==> config.mk <==
export PLATFORM = sky130hd
export DESIGN_NAME = pipe_control
export DESIGN_NICKNAME = d
export VERILOG_FILES = /design/src/rtl/pipe_control.sv
export SDC_FILE = /design/constraint.sdc
export NUM_CORES = 1
export LEC_CHECK = 0
export CAP_MARGIN = 15
export CORE_ASPECT_RATIO = 1.75
export CORE_UTILIZATION = 44
export DETAILED_ROUTE_END_ITERATION = 10
export GPL_TIMING_DRIVEN = 0
export PLACE_DENSITY = 0.76
export SYNTH_ARGS = -nofsm -noshare
export SYNTH_HDL_FRONTEND = slang
export SYNTH_SLANG_ARGS = --single-unit
==> constraint.sdc <==
create_clock -name clock -period 4.05 [get_ports clock]
set_input_delay 0.81 -clock clock [delete_from_list [all_inputs] [get_ports clock]]
set_output_delay 0.81 -clock clock [all_outputs]
set_load 0.01 [all_outputs]
==> src/rtl/pipe_control.sv <==
// Hazard controller for the 5-stage Y86-64 pipeline: stall/bubble generation,
// exception shutdown sequencing (RUN -> DRAIN -> STOPPED) and saturating perf counters.
module pipe_control #(
  parameter int CNT_W = 32
) (
  input  logic             clock,
  input  logic             reset,
  input  logic [3:0]       D_icode,
  input  logic [3:0]       d_srcA,
  input  logic [3:0]       d_srcB,
  input  logic [3:0]       E_icode,
  input  logic [3:0]       E_dstM,
  input  logic             e_Cnd,
  input  logic [3:0]       M_icode,
  input  logic [3:0]       m_stat,
  input  logic [3:0]       W_stat,
  output logic             F_stall,
  output logic             D_stall,
  output logic             D_bubble,
  output logic             E_bubble,
  output logic             M_bubble,
  output logic             W_stall,
  output logic             set_cc,
  output logic             halted,
  output logic [3:0]       proc_stat,
  output logic [CNT_W-1:0] cycle_cnt,
  output logic [CNT_W-1:0] stall_cnt,
  output logic [CNT_W-1:0] bubble_cnt,
  output logic [CNT_W-1:0] mispred_cnt
);

  localparam logic [3:0] I_MRMOVQ = 4'h5;
  localparam logic [3:0] I_OPQ    = 4'h6;
  localparam logic [3:0] I_JXX    = 4'h7;
  localparam logic [3:0] I_RET    = 4'h9;
  localparam logic [3:0] I_POPQ   = 4'hB;
  localparam logic [3:0] R_NONE   = 4'hF;
  localparam logic [3:0] S_AOK    = 4'b1000;

  typedef enum logic [1:0] {
    RUN     = 2'b00,
    DRAIN   = 2'b01,
    STOPPED = 2'b10
  } state_e;

  state_e           state_q;
  logic [3:0]       procStat_q;
  logic [CNT_W-1:0] cycleCnt_q, stallCnt_q, bubbleCnt_q, mispredCnt_q;
  logic [CNT_W-1:0] cycleCnt_d, stallCnt_d, bubbleCnt_d, mispredCnt_d;

  logic loadUse, retHaz, misPred, excM, excW, countEn;

  function automatic logic [CNT_W-1:0] satInc(input logic [CNT_W-1:0] v, input logic en);
    logic [CNT_W-1:0] one;
    one = {{(CNT_W-1){1'b0}}, 1'b1};
    return (en && (v != {CNT_W{1'b1}})) ? v + one : v;
  endfunction

  always_comb begin
    excM    = (m_stat != S_AOK);
    excW    = (W_stat != S_AOK);
    loadUse = ((E_icode == I_MRMOVQ) || (E_icode == I_POPQ)) && (E_dstM != R_NONE) &&
              ((E_dstM == d_srcA) || (E_dstM == d_srcB));
    retHaz  = (D_icode == I_RET) || (E_icode == I_RET) || (M_icode == I_RET);
    misPred = (E_icode == I_JXX) && !e_Cnd;
  end

  // Once stopped the whole pipe is frozen; otherwise load/use takes precedence over ret.
  always_comb begin
    F_stall  = 1'b1;
    D_stall  = 1'b1;
    D_bubble = 1'b0;
    E_bubble = 1'b1;
    M_bubble = 1'b1;
    W_stall  = 1'b1;
    set_cc   = 1'b0;
    if (state_q != STOPPED) begin
      F_stall  = loadUse | retHaz;
      D_stall  = loadUse;
      D_bubble = misPred | (retHaz & ~loadUse);
      E_bubble = misPred | loadUse;
      M_bubble = excM | excW;
      W_stall  = excW;
      set_cc   = (E_icode == I_OPQ) & ~excM & ~excW;
    end
  end

  always_comb begin
    countEn      = (state_q != STOPPED);
    cycleCnt_d   = satInc(cycleCnt_q, countEn);
    stallCnt_d   = satInc(stallCnt_q, countEn & D_stall);
    bubbleCnt_d  = satInc(bubbleCnt_q, countEn & (D_bubble | E_bubble));
    mispredCnt_d = satInc(mispredCnt_q, countEn & misPred);
  end

  always_ff @(posedge clock or posedge reset) begin
    if (reset) begin
      state_q    <= RUN;
      procStat_q <= S_AOK;
    end else begin
      case (state_q)
        RUN: begin
          if (excW) begin
            state_q    <= STOPPED;
            procStat_q <= W_stat;
          end else if (excM) begin
            state_q <= DRAIN;
          end
        end
        DRAIN: begin
          if (excW) begin
            state_q    <= STOPPED;
            procStat_q <= W_stat;
          end
        end
        STOPPED: state_q <= STOPPED;
        default: state_q <= RUN;
      endcase
    end
  end

  always_ff @(posedge clock or posedge reset) begin
    if (reset) begin
      cycleCnt_q   <= '0;
      stallCnt_q   <= '0;
      bubbleCnt_q  <= '0;
      mispredCnt_q <= '0;
    end else begin
      cycleCnt_q   <= cycleCnt_d;
      stallCnt_q   <= stallCnt_d;
      bubbleCnt_q  <= bubbleCnt_d;
      mispredCnt_q <= mispredCnt_d;
    end
  end

  assign halted      = (state_q == STOPPED);
  assign proc_stat   = procStat_q;
  assign cycle_cnt   = cycleCnt_q;
  assign stall_cnt   = stallCnt_q;
  assign bubble_cnt  = bubbleCnt_q;
  assign mispred_cnt = mispredCnt_q;

endmodule

# Yosys cells after proc, flatten, opt, wreduce, memory -nomap -nowiden
# Cells that the tools add are included.
classes:
  add_sub_neg: 4
  eq_ne: 21
  muxes: 11
  bitwise: 14
  reduce_logical: 16
ops:
  columns: ["cell", "n"]
  rows:
  - ["adder 32 x 1 -> 32 bit (second input constant)", 4]
  - ["!= test 32 bit (second input constant)", 4]
  - ["equality test 4 bit (second input constant)", 4]
  - ["equality test 4 x 3 -> 1 bit (second input constant)", 3]
  - ["!= test 4 bit (second input constant)", 3]
  - ["equality test 4 bit", 2]
  - ["logical AND 1 bit", 7]
  - ["2-to-1 mux 1 bit", 7]
  - ["AND 1 bit", 6]
  - ["2-to-1 mux 2 bit", 3]
  - ["case mux 2 bit (3 select lines)", 1]
  - ["OR 1 bit", 5]
  - ["logical OR 1 bit", 4]
  - ["!= test 2 bit (second input constant)", 2]
  - ["AND reduction 2 bit", 2]
  - ["!= test 3 bit (second input constant)", 1]
  - ["inverter 1 bit", 3]
  - ["equality test 2 x 1 -> 1 bit (second input constant)", 1]
  - ["equality test 2 bit (second input constant)", 1]
  - ["logical NOT 2 bit", 1]
  - ["OR reduction 2 bit", 1]
  - ["logical NOT 1 bit", 1]
word_totals:
  reg_bits: 134

# Longest topological paths before layout
logic_depth:
  depth_word: 11
  depth_mapped: 9
  mapped_depth_nobuf: 7

# Least setup slack after synthesis
# Ideal clock, no wire load.
synth_path:
  path_type: "input port to output port"
  start: "in W_stat[0]"
  end: "out set_cc"
  arrival_ns: 1.846
  setup_slack_ns: 1.394
  stages: 3
  path_buffers: 0
  cell_sequence: "nor4b_1 -> nand3_1 -> nor4_1"
synth_between:
  elab_chain_len: 4
synth_lines:
  columns: ["element", "line", "text"]
  rows:
  - ["start: declaration", "16", "input logic [3:0] W_stat,"]
  - ["!= test 4 bit", "61", "excW = (W_stat != S_AOK);"]
  - ["inverter 1 bit", "84", "set_cc = (E_icode == I_OPQ) & ~excM & ~excW;"]
  - ["AND 1 bit", "84", null]
  - ["2-to-1 mux 1 bit", "77", "if (state_q != STOPPED) begin"]
  - ["end: declaration", "23", "output logic set_cc,"]
# Every way passes these cells.

# Worst setup path in the final report
layout_path:
  start: "in E_icode[2]"
  end: "out D_bubble"
layout_between:
  elab_chain_len: 8
  word_cells_on_any_way: 14
  classes_between: "eq/ne (4); mux (1); bitwise (3); reduce/logical (6)"
layout_lines:
  columns: ["element", "line", "text"]
  rows:
  - ["start: declaration", "11", "input logic [3:0] E_icode,"]
  - ["equality test 4 x 3 -> 1 bit / equality test 4 bit (equally long branches)", "62", "loadUse = ((E_icode == I_MRMOVQ) || (E_icode == I_POPQ)) && (E_dstM != R_NONE) &&"]
  - ["logical OR 1 bit", "62", null]
  - ["logical AND 1 bit (2 in series)", "62", null]
  - ["inverter 1 bit", "80", "D_bubble = misPred | (retHaz & ~loadUse);"]
  - ["AND 1 bit", "80", null]
  - ["OR 1 bit (*)", "80", null]
  - ["2-to-1 mux 1 bit (*)", "77", null]
  - ["end: declaration", "19", "output logic D_bubble,"]
# Mark *: on every way between the ends. The rest lies on a longest branch, timed or not.

==> metrics.md <==
| Metric | Value |
|---|---|
| Die Width | `94.51 um` |
| Die area | `15,490 sq um` |
| Starting DRT DRC Count | `approximately 200` |
| Final cell count without fillers | `1,014` |
| Initial antenna violation count | `0` |
| Worst-Margin Slew | `just over 0.7 ns` |
| Slew headroom | `51.57%` |
| Period minus WS final | `3.720 ns` |
| Pre-CTS setup slack | `0.1449 ns` |
| First-pass GRT wire length | `~27,000 um` |
| Outcome | `finished clean` |
| Mapped Area | `6589 sq um` |
| Max-cap violations | `0` |
| Worst Setup End Kind | `output port` |
| PD cells | `398.4 nW/um^2` |
| RePlAce Congestion | `0.8570` |
| Max-slew violations | `0` |
| Site row count | `58` |
| GRT Util Overall | `22.59%` |
| Placeable Area | `14,510 sq um` |
| Pre-antenna DRT Iters | `4` |
| Vias in the first global route | `approximately 5.6k` |
| Nets | `around 860` |
| Post-synth EDFFs | `0` |
| Placed insts | `approximately 980` |
| Post-Synthesis Cells | `624` |
| H-tree levels | `4` |
| Peak VDD IR | `between 0.0002 and 0.00025 V` |
| Syn nets | `667` |
| Fillers | `1,172` |
| Pwr Total | `3.692 mW` |
| IO Pins | `175` |
| Main flop type after synthesis | `dfrtp_1` |
| Fmax | `0.2688 GHz` |
| CTS clk-pin slew, worst paths | `0.06 ns` |
| Chip height | `roughly 160 um` |
| Setup TNS | `0 ns` |
| Unique cell type count in the Yosys netlist | `52` |
| Maximum root-to-sink buffer count | `2` |
| DRC violations left | `0` |
| Critical path class | `in -> out` |
| Largest net degree at the start of global routing | `42` |
| R2R Setup Slk | `between 1 and 1.5 ns` |
| Final Hold Vio Count | `0` |
| #FFs+latches synth | `around 130` |
| Setup Buffers After CTS | `0` |
| Final WL | `approximately 17,000 um` |
| Via count | `between 5k and 6k` |
| Post-route setup slack | `0.3304 ns` |
| Buffers on Ports | `174` |
| Post-DR wirelength/cell | `16.44 um` |
| Final Util | `63.85%` |
| HPWL after detailed placement | `approximately 13,000 um` |
| Fraction of layout cells with a size suffix above 1 | `8.173%` |
| Final-report setup violation count | `0` |
| Worst Skew | `about 0.016 ns` |
| Layout area overhead | `40.66%` |
| Worst skew pair latency | `0.42 ns` |
| Worst hold-check path type | `reg -> reg` |
| Root Buffer | `clkbuf_16` |
| ANT nets after route | `0` |
| Vias/cell | `5.388` |
| FFs w/ async S/R, synth | `between 90% and 100%` |
| CTS Buf Count | `17` |
| Synth warn | `0` |
| Fin crit share | `91.84%` |
| RSZ-0062 raised after global routing | `false` |
| WP data arrival | `2.91 ns` |
| Starting density of the core | `45.40%` |
| Most frequent cells in the layout | `clkdlybuf4s50_1 (174), dfrtp_1 (133), xnor2_1 (81)` |
| GRT overflow | `0` |
| CTS tree | `yes` |
| CP max FO | `4` |
| Leak | `approximately 4.0 nW` |
| Worst Setup Start Kind | `input port` |
| Most common cell after layout, fill and taps aside | `clkdlybuf4s50_1` |
| Synthesized area per cell | `10.56 sq um` |
| Critical Path RT | `3.24 ns` |
| Sequential share of the synthesized area | `50.91%` |
| CTS Sinks | `134` |
-- through the flow --
stage	instance area (sq um)	hold slack (ns)
3_3_place_gp	8559	0.4742
4_1_cts	9250	0.4940
3_5_place_dp	8620	0.4838
5_1_grt	9263	0.5087
2_1_floorplan	6593	0.4982
6_report	9268	0.4912
-- timing repair --
action	in CTS	in global routing
endpoints found under the setup margin	0	1
hold endpoints to repair	0	0
hold buffers	0	0
resized for setup	0	2
-- path summary, 6_finish.rpt --
path,startpoint,endpoint,cells after the start
worst max-delay path,E_icode[2],D_bubble,8
worst min-delay path,mispred_cnt[31],mispred_cnt[31],1
worst max register to register,bubble_cnt[0],bubble_cnt[1],7
worst min register to register,mispred_cnt[31],mispred_cnt[31],1
max in group asynchronous,reset,stall_cnt[12],4
min in group asynchronous,reset,mispred_cnt[6],2
-- synthesized netlist by cell type (3+ instances only) --
| cell type | count | area [sq um] |
|---|---|---|
| mux2_2 | 9 | 101.4 |
| dfrtp_1 | 133 | 3328 |
| buf_4 | 3 | 22.52 |
| nor4_1 | 18 | 112.6 |
| nor2_1 | 48 | 180.2 |
| nor3_1 | 25 | 125.1 |
| and2_1 | 3 | 18.77 |
| nand3_1 | 43 | 215.2 |
| xor2_1 | 48 | 420.4 |
| nand2_1 | 52 | 195.2 |
| xnor2_1 | 81 | 709.4 |
| a21oi_1 | 6 | 30.03 |
| ha_1 | 8 | 100.1 |
| o211ai_1 | 3 | 22.52 |
| and4_1 | 10 | 87.58 |
| nor4bb_1 | 3 | 30.03 |
| and3_1 | 24 | 150.1 |
| nand4_1 | 44 | 275.3 |
| o21ai_0 | 3 | 15.01 |
| inv_1 | 21 | 78.83 |
-- registers in the layout (all words and copies together), names as in the netlist --
register	cells
state_q	2
proc_stat	4
stall_cnt	32
mispred_cnt	32
bubble_cnt	32
cycle_cnt	32
-- where the power goes --
group	total, mW	switching [mW]	leakage (nW)	internal [mW]
registers	1.50	0.0823	1.79	1.42
clock network	1.64	0.580	0.299	1.06
logic	0.551	0.262	1.92	0.289
-- critical path: stages --
cell             delay, ns
clkdlybuf4s50_1       0.52
and3b_1               0.19
o211ai_1              0.26
a21oi_1               0.12
nor2_1                0.20
inv_1                 0.10
o21bai_1              0.14
clkdlybuf4s50_1       0.57
-- metal layers --
layer	global-route usage, %	wire, um	up-vias
li1	-	-	2588
met3	4.907	884	44
met4	9.986	468	0
met5	0	0	-
met2	38.44	8695	172
met1	27.10	6624	2659
-- kinds of logic (layout without fill, tap and decap cells) --
kind of cell             Yosys count  count (layout)  synth area share (%)
other                              0               2                     0
multiplexers                      10              10                 1.690
buffers and inverters             29             237                 1.880
AO/OA/AOI/OAI                     21              21                 2.412
AND/OR/NAND/NOR                  293             293                 24.44
adder cells (fa/ha/maj)            8               8                 1.519
flip-flops                       134             134                 50.91
XOR/XNOR                         129             129                 17.15
-- final cells by class --
class	instances	area [sq um]	share of cell area [%]
antenna	2	5.005	0.05400
buffer	8	45.04	0.4860
clock buffer	20	456.7	4.928
clock inverter	11	173.9	1.877
inverter	21	82.58	0.8910
multi-input combinational	461	3123	33.70
sequential	134	3354	36.20
tap	180	225.2	2.430
timing repair buffer	177	1802	19.44
Power figures use the tool's default switching activity.
